`src/rtl/alu_pkg.sv`:
```
// alu_pkg: ALU opcodes and arbiter FSM state encodings shared by the ALU sharing logic.
package alu_pkg;
  localparam logic [2:0] ALU_ADD = 3'b000;
  localparam logic [2:0] ALU_SUB = 3'b001;
  localparam logic [2:0] ALU_AND = 3'b010;
  localparam logic [2:0] ALU_OR  = 3'b011;
  localparam logic [2:0] ALU_SLT = 3'b101;
  localparam logic [2:0] ALU_XOR = 3'b110;
  typedef enum logic [1:0] {
    ST_IDLE = 2'd0,
    ST_EXEC = 2'd1,
    ST_RESP = 2'd2
  } state_e;
endpackage

```
`src/rtl/rr_arb2.sv`:
```
// rr_arb2: two-way round-robin picker; on a tie the requester not granted last wins.
module rr_arb2 (
  input  logic [1:0] valid_i,
  input  logic       last_i,
  output logic [1:0] gnt_o
);
  assign gnt_o = (&valid_i) ? (last_i ? 2'b01 : 2'b10) : valid_i;
endmodule

```
`src/rtl/alu_share_arbiter.sv`:
```
// alu_share_arbiter: shares one external combinational ALU between two requesters,
// one transaction in flight, round-robin grant, registered operands and result.
module alu_share_arbiter
  import alu_pkg::*;
#(
  parameter int DATA_W     = 32,
  parameter int OP_W       = 3,
  parameter bit RESET_PRIO = 1'b0
) (
  input  logic              clk,
  input  logic              rst_n,
  input  logic              r0_valid,
  output logic              r0_ready,
  input  logic [OP_W-1:0]   r0_op,
  input  logic [DATA_W-1:0] r0_a,
  input  logic [DATA_W-1:0] r0_b,
  input  logic              r1_valid,
  output logic              r1_ready,
  input  logic [OP_W-1:0]   r1_op,
  input  logic [DATA_W-1:0] r1_a,
  input  logic [DATA_W-1:0] r1_b,
  output logic              r0_rsp_valid,
  input  logic              r0_rsp_ready,
  output logic              r1_rsp_valid,
  input  logic              r1_rsp_ready,
  output logic [DATA_W-1:0] rsp_data,
  output logic              rsp_zero,
  output logic [DATA_W-1:0] alu_in1,
  output logic [DATA_W-1:0] alu_in2,
  output logic [OP_W-1:0]   alu_ctrl,
  input  logic [DATA_W-1:0] alu_out
);
  state_e state_q, state_d;
  logic owner_q, owner_d, last_q, last_d, rdy_q, rdy_d, zero_q, zero_d;
  logic [DATA_W-1:0] in1_q, in1_d, in2_q, in2_d, data_q, data_d;
  logic [OP_W-1:0] ctrl_q, ctrl_d;
  logic [1:0] gnt;
  rr_arb2 u_arb (
    .valid_i({r1_valid, r0_valid}),
    .last_i (last_q),
    .gnt_o  (gnt)
  );
  always_comb begin
    state_d = state_q;
    owner_d = owner_q;
    last_d  = last_q;
    in1_d   = in1_q;
    in2_d   = in2_q;
    ctrl_d  = ctrl_q;
    data_d  = data_q;
    zero_d  = zero_q;
    case (state_q)
      ST_IDLE: if (rdy_q && |gnt) begin
        owner_d = gnt[1];
        last_d  = gnt[1];
        ctrl_d  = gnt[1] ? r1_op : r0_op;
        in1_d   = gnt[1] ? r1_a : r0_a;
        in2_d   = gnt[1] ? r1_b : r0_b;
        state_d = ST_EXEC;
      end
      ST_EXEC: begin
        data_d  = alu_out;
        zero_d  = (alu_out == '0);
        state_d = ST_RESP;
      end
      ST_RESP: state_d = (owner_q ? r1_rsp_ready : r0_rsp_ready) ? ST_IDLE : ST_RESP;
      default: state_d = ST_IDLE;
    endcase
    // Ready is registered, so it only rises on the cycle the FSM sits in IDLE.
    rdy_d = (state_d == ST_IDLE);
  end
  always_ff @(posedge clk or negedge rst_n) begin
    if (!rst_n) begin
      state_q <= ST_IDLE;
      owner_q <= 1'b0;
      last_q  <= !RESET_PRIO;
      rdy_q   <= 1'b0;
      in1_q   <= '0;
      in2_q   <= '0;
      ctrl_q  <= '0;
      data_q  <= '0;
      zero_q  <= 1'b0;
    end else begin
      state_q <= state_d;
      owner_q <= owner_d;
      last_q  <= last_d;
      rdy_q   <= rdy_d;
      in1_q   <= in1_d;
      in2_q   <= in2_d;
      ctrl_q  <= ctrl_d;
      data_q  <= data_d;
      zero_q  <= zero_d;
    end
  end
  assign r0_ready     = rdy_q;
  assign r1_ready     = rdy_q;
  assign r0_rsp_valid = (state_q == ST_RESP) && !owner_q;
  assign r1_rsp_valid = (state_q == ST_RESP) && owner_q;
  assign rsp_data     = data_q;
  assign rsp_zero     = zero_q;
  assign alu_in1      = in1_q;
  assign alu_in2      = in2_q;
  assign alu_ctrl     = ctrl_q;
endmodule

```
`config.mk`:
```
export PLATFORM = sky130hd
export DESIGN_NAME = alu_share_arbiter
export DESIGN_NICKNAME = d
export VERILOG_FILES = /design/src/rtl/alu_pkg.sv /design/src/rtl/rr_arb2.sv /design/src/rtl/alu_share_arbiter.sv
export SDC_FILE = /design/constraint.sdc
export NUM_CORES = 1
export LEC_CHECK = 0
export ABC_AREA = 1
export CORE_MARGIN = 2
export CORE_UTILIZATION = 35
export DETAILED_ROUTE_END_ITERATION = 6
export GPL_TIMING_DRIVEN = 0
export PLACE_DENSITY = 0.82
export RECOVER_POWER = 25
export SETUP_SLACK_MARGIN = 0.5
export SLEW_MARGIN = 40
export SYNTH_ARGS = -nofsm -noshare
export SYNTH_HDL_FRONTEND = slang
export SYNTH_HIERARCHICAL = 1
export SYNTH_SLANG_ARGS = --single-unit
```
`constraint.sdc`:
```
create_clock -name clk -period 1.49 [get_ports clk]
set_input_delay 0.2235 -clock clk [delete_from_list [all_inputs] [get_ports clk]]
set_output_delay 0.2235 -clock clk [all_outputs]
set_load 0.02 [all_outputs]
```
==> results.cfg <==
[final_layout]
layoutNonFillerInstCount = 1088
layout-drive-gt1-share = 0.419
layout.cells.most_common = clkdlybuf4s50_1
final_util = 0.703
layout.cells.most_common_list = clkdlybuf4s50_1, buf_6, dfrtp_1
insertedDiodeCount = 0
flow.area_growth_from_synthesis_pct = 95.6
nNetsFinal = 1076

[worst_setup_path]
number_of_buffer_and_inverter_instances_along_the_worst_setup_path = 3
worstSetupEndpointType = flop
slowest_stage = dfstp_2
path_cells = a21oi_1 -> buf_4 -> buf_8 -> buf_8 -> mux2_2 -> nand2_1 -> o21ai_1
reg2reg_depth = 7
cp_num_cells = 7
worstReg2RegEnd = alu_in1[2]
path_common_cell = buf_8
crit_path_max_incr_delay_ns = 0.38
ff2ff_setup_slack_ns = -0.17
crit_path_start_kind = flop
worstPathRequired_ns = 1.71
worst_path_dominant_cell_family = buffers and inverters
worst-path-max-fanout = 10
origin_of_the_critical_flop_to_flop_path = last_q
worst-endpoint-arrival_ns = 1.88
worst-setup-path-type = reg -> reg

[placement]
routability_congestion_estimate = 0.805
dp_hpwl_um = 11800
place.detailed.instances = 977
port-buffer-count = 275

[sta]
timing.final.crit_share = 1.11
final-hold-violation-count = 0
max-slew-margin-rel = 0.151
finalSetupTns_ns = -8.49
achievable-frequency_mhz = 602
postLayoutSetupSlackWorst_ns = -0.171
finClkSkew_ns = 0.00799
fin_hold_ws_ns = 0.130
final_max_slew_violation_count = 0
setup_violations = 71
setup_repair_after_global_routing_missed_its_margin = true
timing.final.crit_period_ns = 1.66
worst_slew_pin_slew_ns = 1.27

[pwr]
vdd_ir_drop_max_mv = 1.28
p_leak_nw = 4.64
netSwitchingPower_mw = 7.83
sw_frac_of_total = 0.380
power.clock.fraction = 0.117
report.power.total_mw = 20.6
p_per_area_mw_per_mm2 = 2110
power.combinational.fraction = 0.623
pwr-share-seq = 0.260
cellInternalPower_mw = 12.8

[route]
postRouteAntennaNets = 0
dr_total_vias = 5081
drt-vias-per-instance = 4.67
wirelength_um = 18200
dr.first_iter.drc_count = 172
detail_route.wl_per_cell_um = 16.7
drc_errors = 0
detailedRoute.firstPassIterationCount = 5

[worst_hold_path]
worst_hold_path_type = in -> async

[clock_tree]
cts_max_path_bufs = 2
cts-buffers-inserted = 9
ctsRootBufferMaster = clkbuf_16
htree_num_levels = 3
cts_num_sinks = 105
cts_tree = built
clk-insertion-delay-late_ns = 0.35
clk_pin_slew_ns = 0.07

[yosys]
syn_area_mm2 = 0.00500
yosysSeqAreaShare = 0.525
synthesis.instances = 521
post_synth.cell_area_avg_um2 = 9.61
yosys_warnings = 6
post-synth-top-area-cell = dfrtp_1
synth_top_cells_by_area = dfrtp_1, mux2_2, nand2_1
netlist-cell-type-count = 17
postSynthNetCount = 693
synth_largest_type_area_fraction = 0.520
postSynthRegisterBits = 105

[floorplanning]
io_pins = 276
dieArea_mm2 = 0.0153
floorplan.core_area_mm2 = 0.0139
die-width_um = 124
initial_core_util = 0.359
fp.dieH_um = 124
rows = 43

[global_route]
vias_in_the_first_global_route = 5063
grt_overflow = 0
grt_start_max_net_pins = 58
grt_antenna_before_repair = 0
groute.usage.overall = 0.220
grt_pass1_wl_um = 25500

[outcome]
violations = negative setup slack
status = finished, violations left

[job]
drv.max_cap_violation_count = 0
routing by layer:
layer  part of all wire  GRT usage  wire length (um)
met5                  0          0                 0
met4              0.035     0.0845               646
met1               0.37      0.236              6660
met2               0.51      0.397              9280
met3              0.089     0.0751              1610
flip-flops by register name, indices dropped and copies added (netlist names):
signal and count:
alu_ctrl 3, alu_in1 32, alu_in2 32, last_q 1
owner_q 1, r0_ready 1, rsp_data 32, rsp_zero 1
state_q 2
how the worst max path moves through the flow:
stage / to / slack (ns) / startpoint
2_1_floorplan: alu_in1[0] / 0.04 / last_q
3_3_place_gp: state_q[0] / -4.22 / rst_n
3_5_place_dp: alu_in1[2] / -0.69 / r1_valid
4_1_cts: alu_in2[22] / -0.17 / last_q
5_1_grt: alu_in1[31] / -0.23 / last_q
6_report: alu_in1[2] / -0.17 / last_q
cells in the mapped netlist, drive strengths merged:
| cell type | count |
|---|---|
| nor3 | 1 |
| mux2 | 80 |
| nand3 | 5 |
| clkbuf | 5 |
| a21oi | 2 |
| dfstp | 1 |
| o21ai | 88 |
| nor2 | 18 |
| dfrtp | 104 |
| nand2 | 101 |
| nand4 | 2 |
| buf | 24 |
| inv | 90 |
stage by stage:
| stage | cell area [um^2] | setup slack, ns |
|---|---|---|
| finish | 9790 | -0.171 |
| global route | 9790 | -0.231 |
| CTS | 9250 | -0.174 |
| detailed placement | 8140 | -0.695 |
| global placement | 8110 | -4.22 |
| floorplan | 5130 | 0.0375 |
logic make-up (layout without fill, tap and decap cells):
kind of cell    after synthesis  in the layout  synth area share
flops                       105            105             0.525
buf+inv                     119            506             0.104
simple gates                127            127             0.100
mux                          80             80             0.180
compound gates               90             90            0.0907
layout make-up:
class / instances / area [um^2]
plain buffers: 29 / 384
clock buffers: 12 / 256
clock inverters: 3 / 40.0
fillers: 997 / 4140
inverters: 90 / 338
multi-input cells: 297 / 2130
flip-flops and latches: 105 / 2630
well taps: 180 / 225
repair buffers: 372 / 3790
timing repair:
action                     in CTS  in global routing
setup endpoints to repair     207                209
cloned                          3                  4
setup buffers                  42                 47
pin swaps                       6                 13
gates resized for setup       724                 40
hold endpoints to repair       48                 48
worst reg2reg max path, delay by kind of cell (launching register included):
| family | cells | cell delay, ns |
|---|---|---|
| simple gates | 1 | 0.06 |
| compound gates | 2 | 0.22 |
| mux | 1 | 0.34 |
| buf+inv | 3 | 0.54 |
| flops | 1 | 0.38 |
power groups by stage:
stage	Combinational, mW	Clock [mW]	Sequential [mW]
3_5_place_dp	9.07	0	5.12
3_3_place_gp	8.91	0	5.06
4_1_cts	11.2	2.45	5.33
6_report	12.8	2.41	5.37
2_1_floorplan	3.22	0	6.70
5_1_grt	13.7	2.60	5.50
Power figures use the tool's default switching activity.
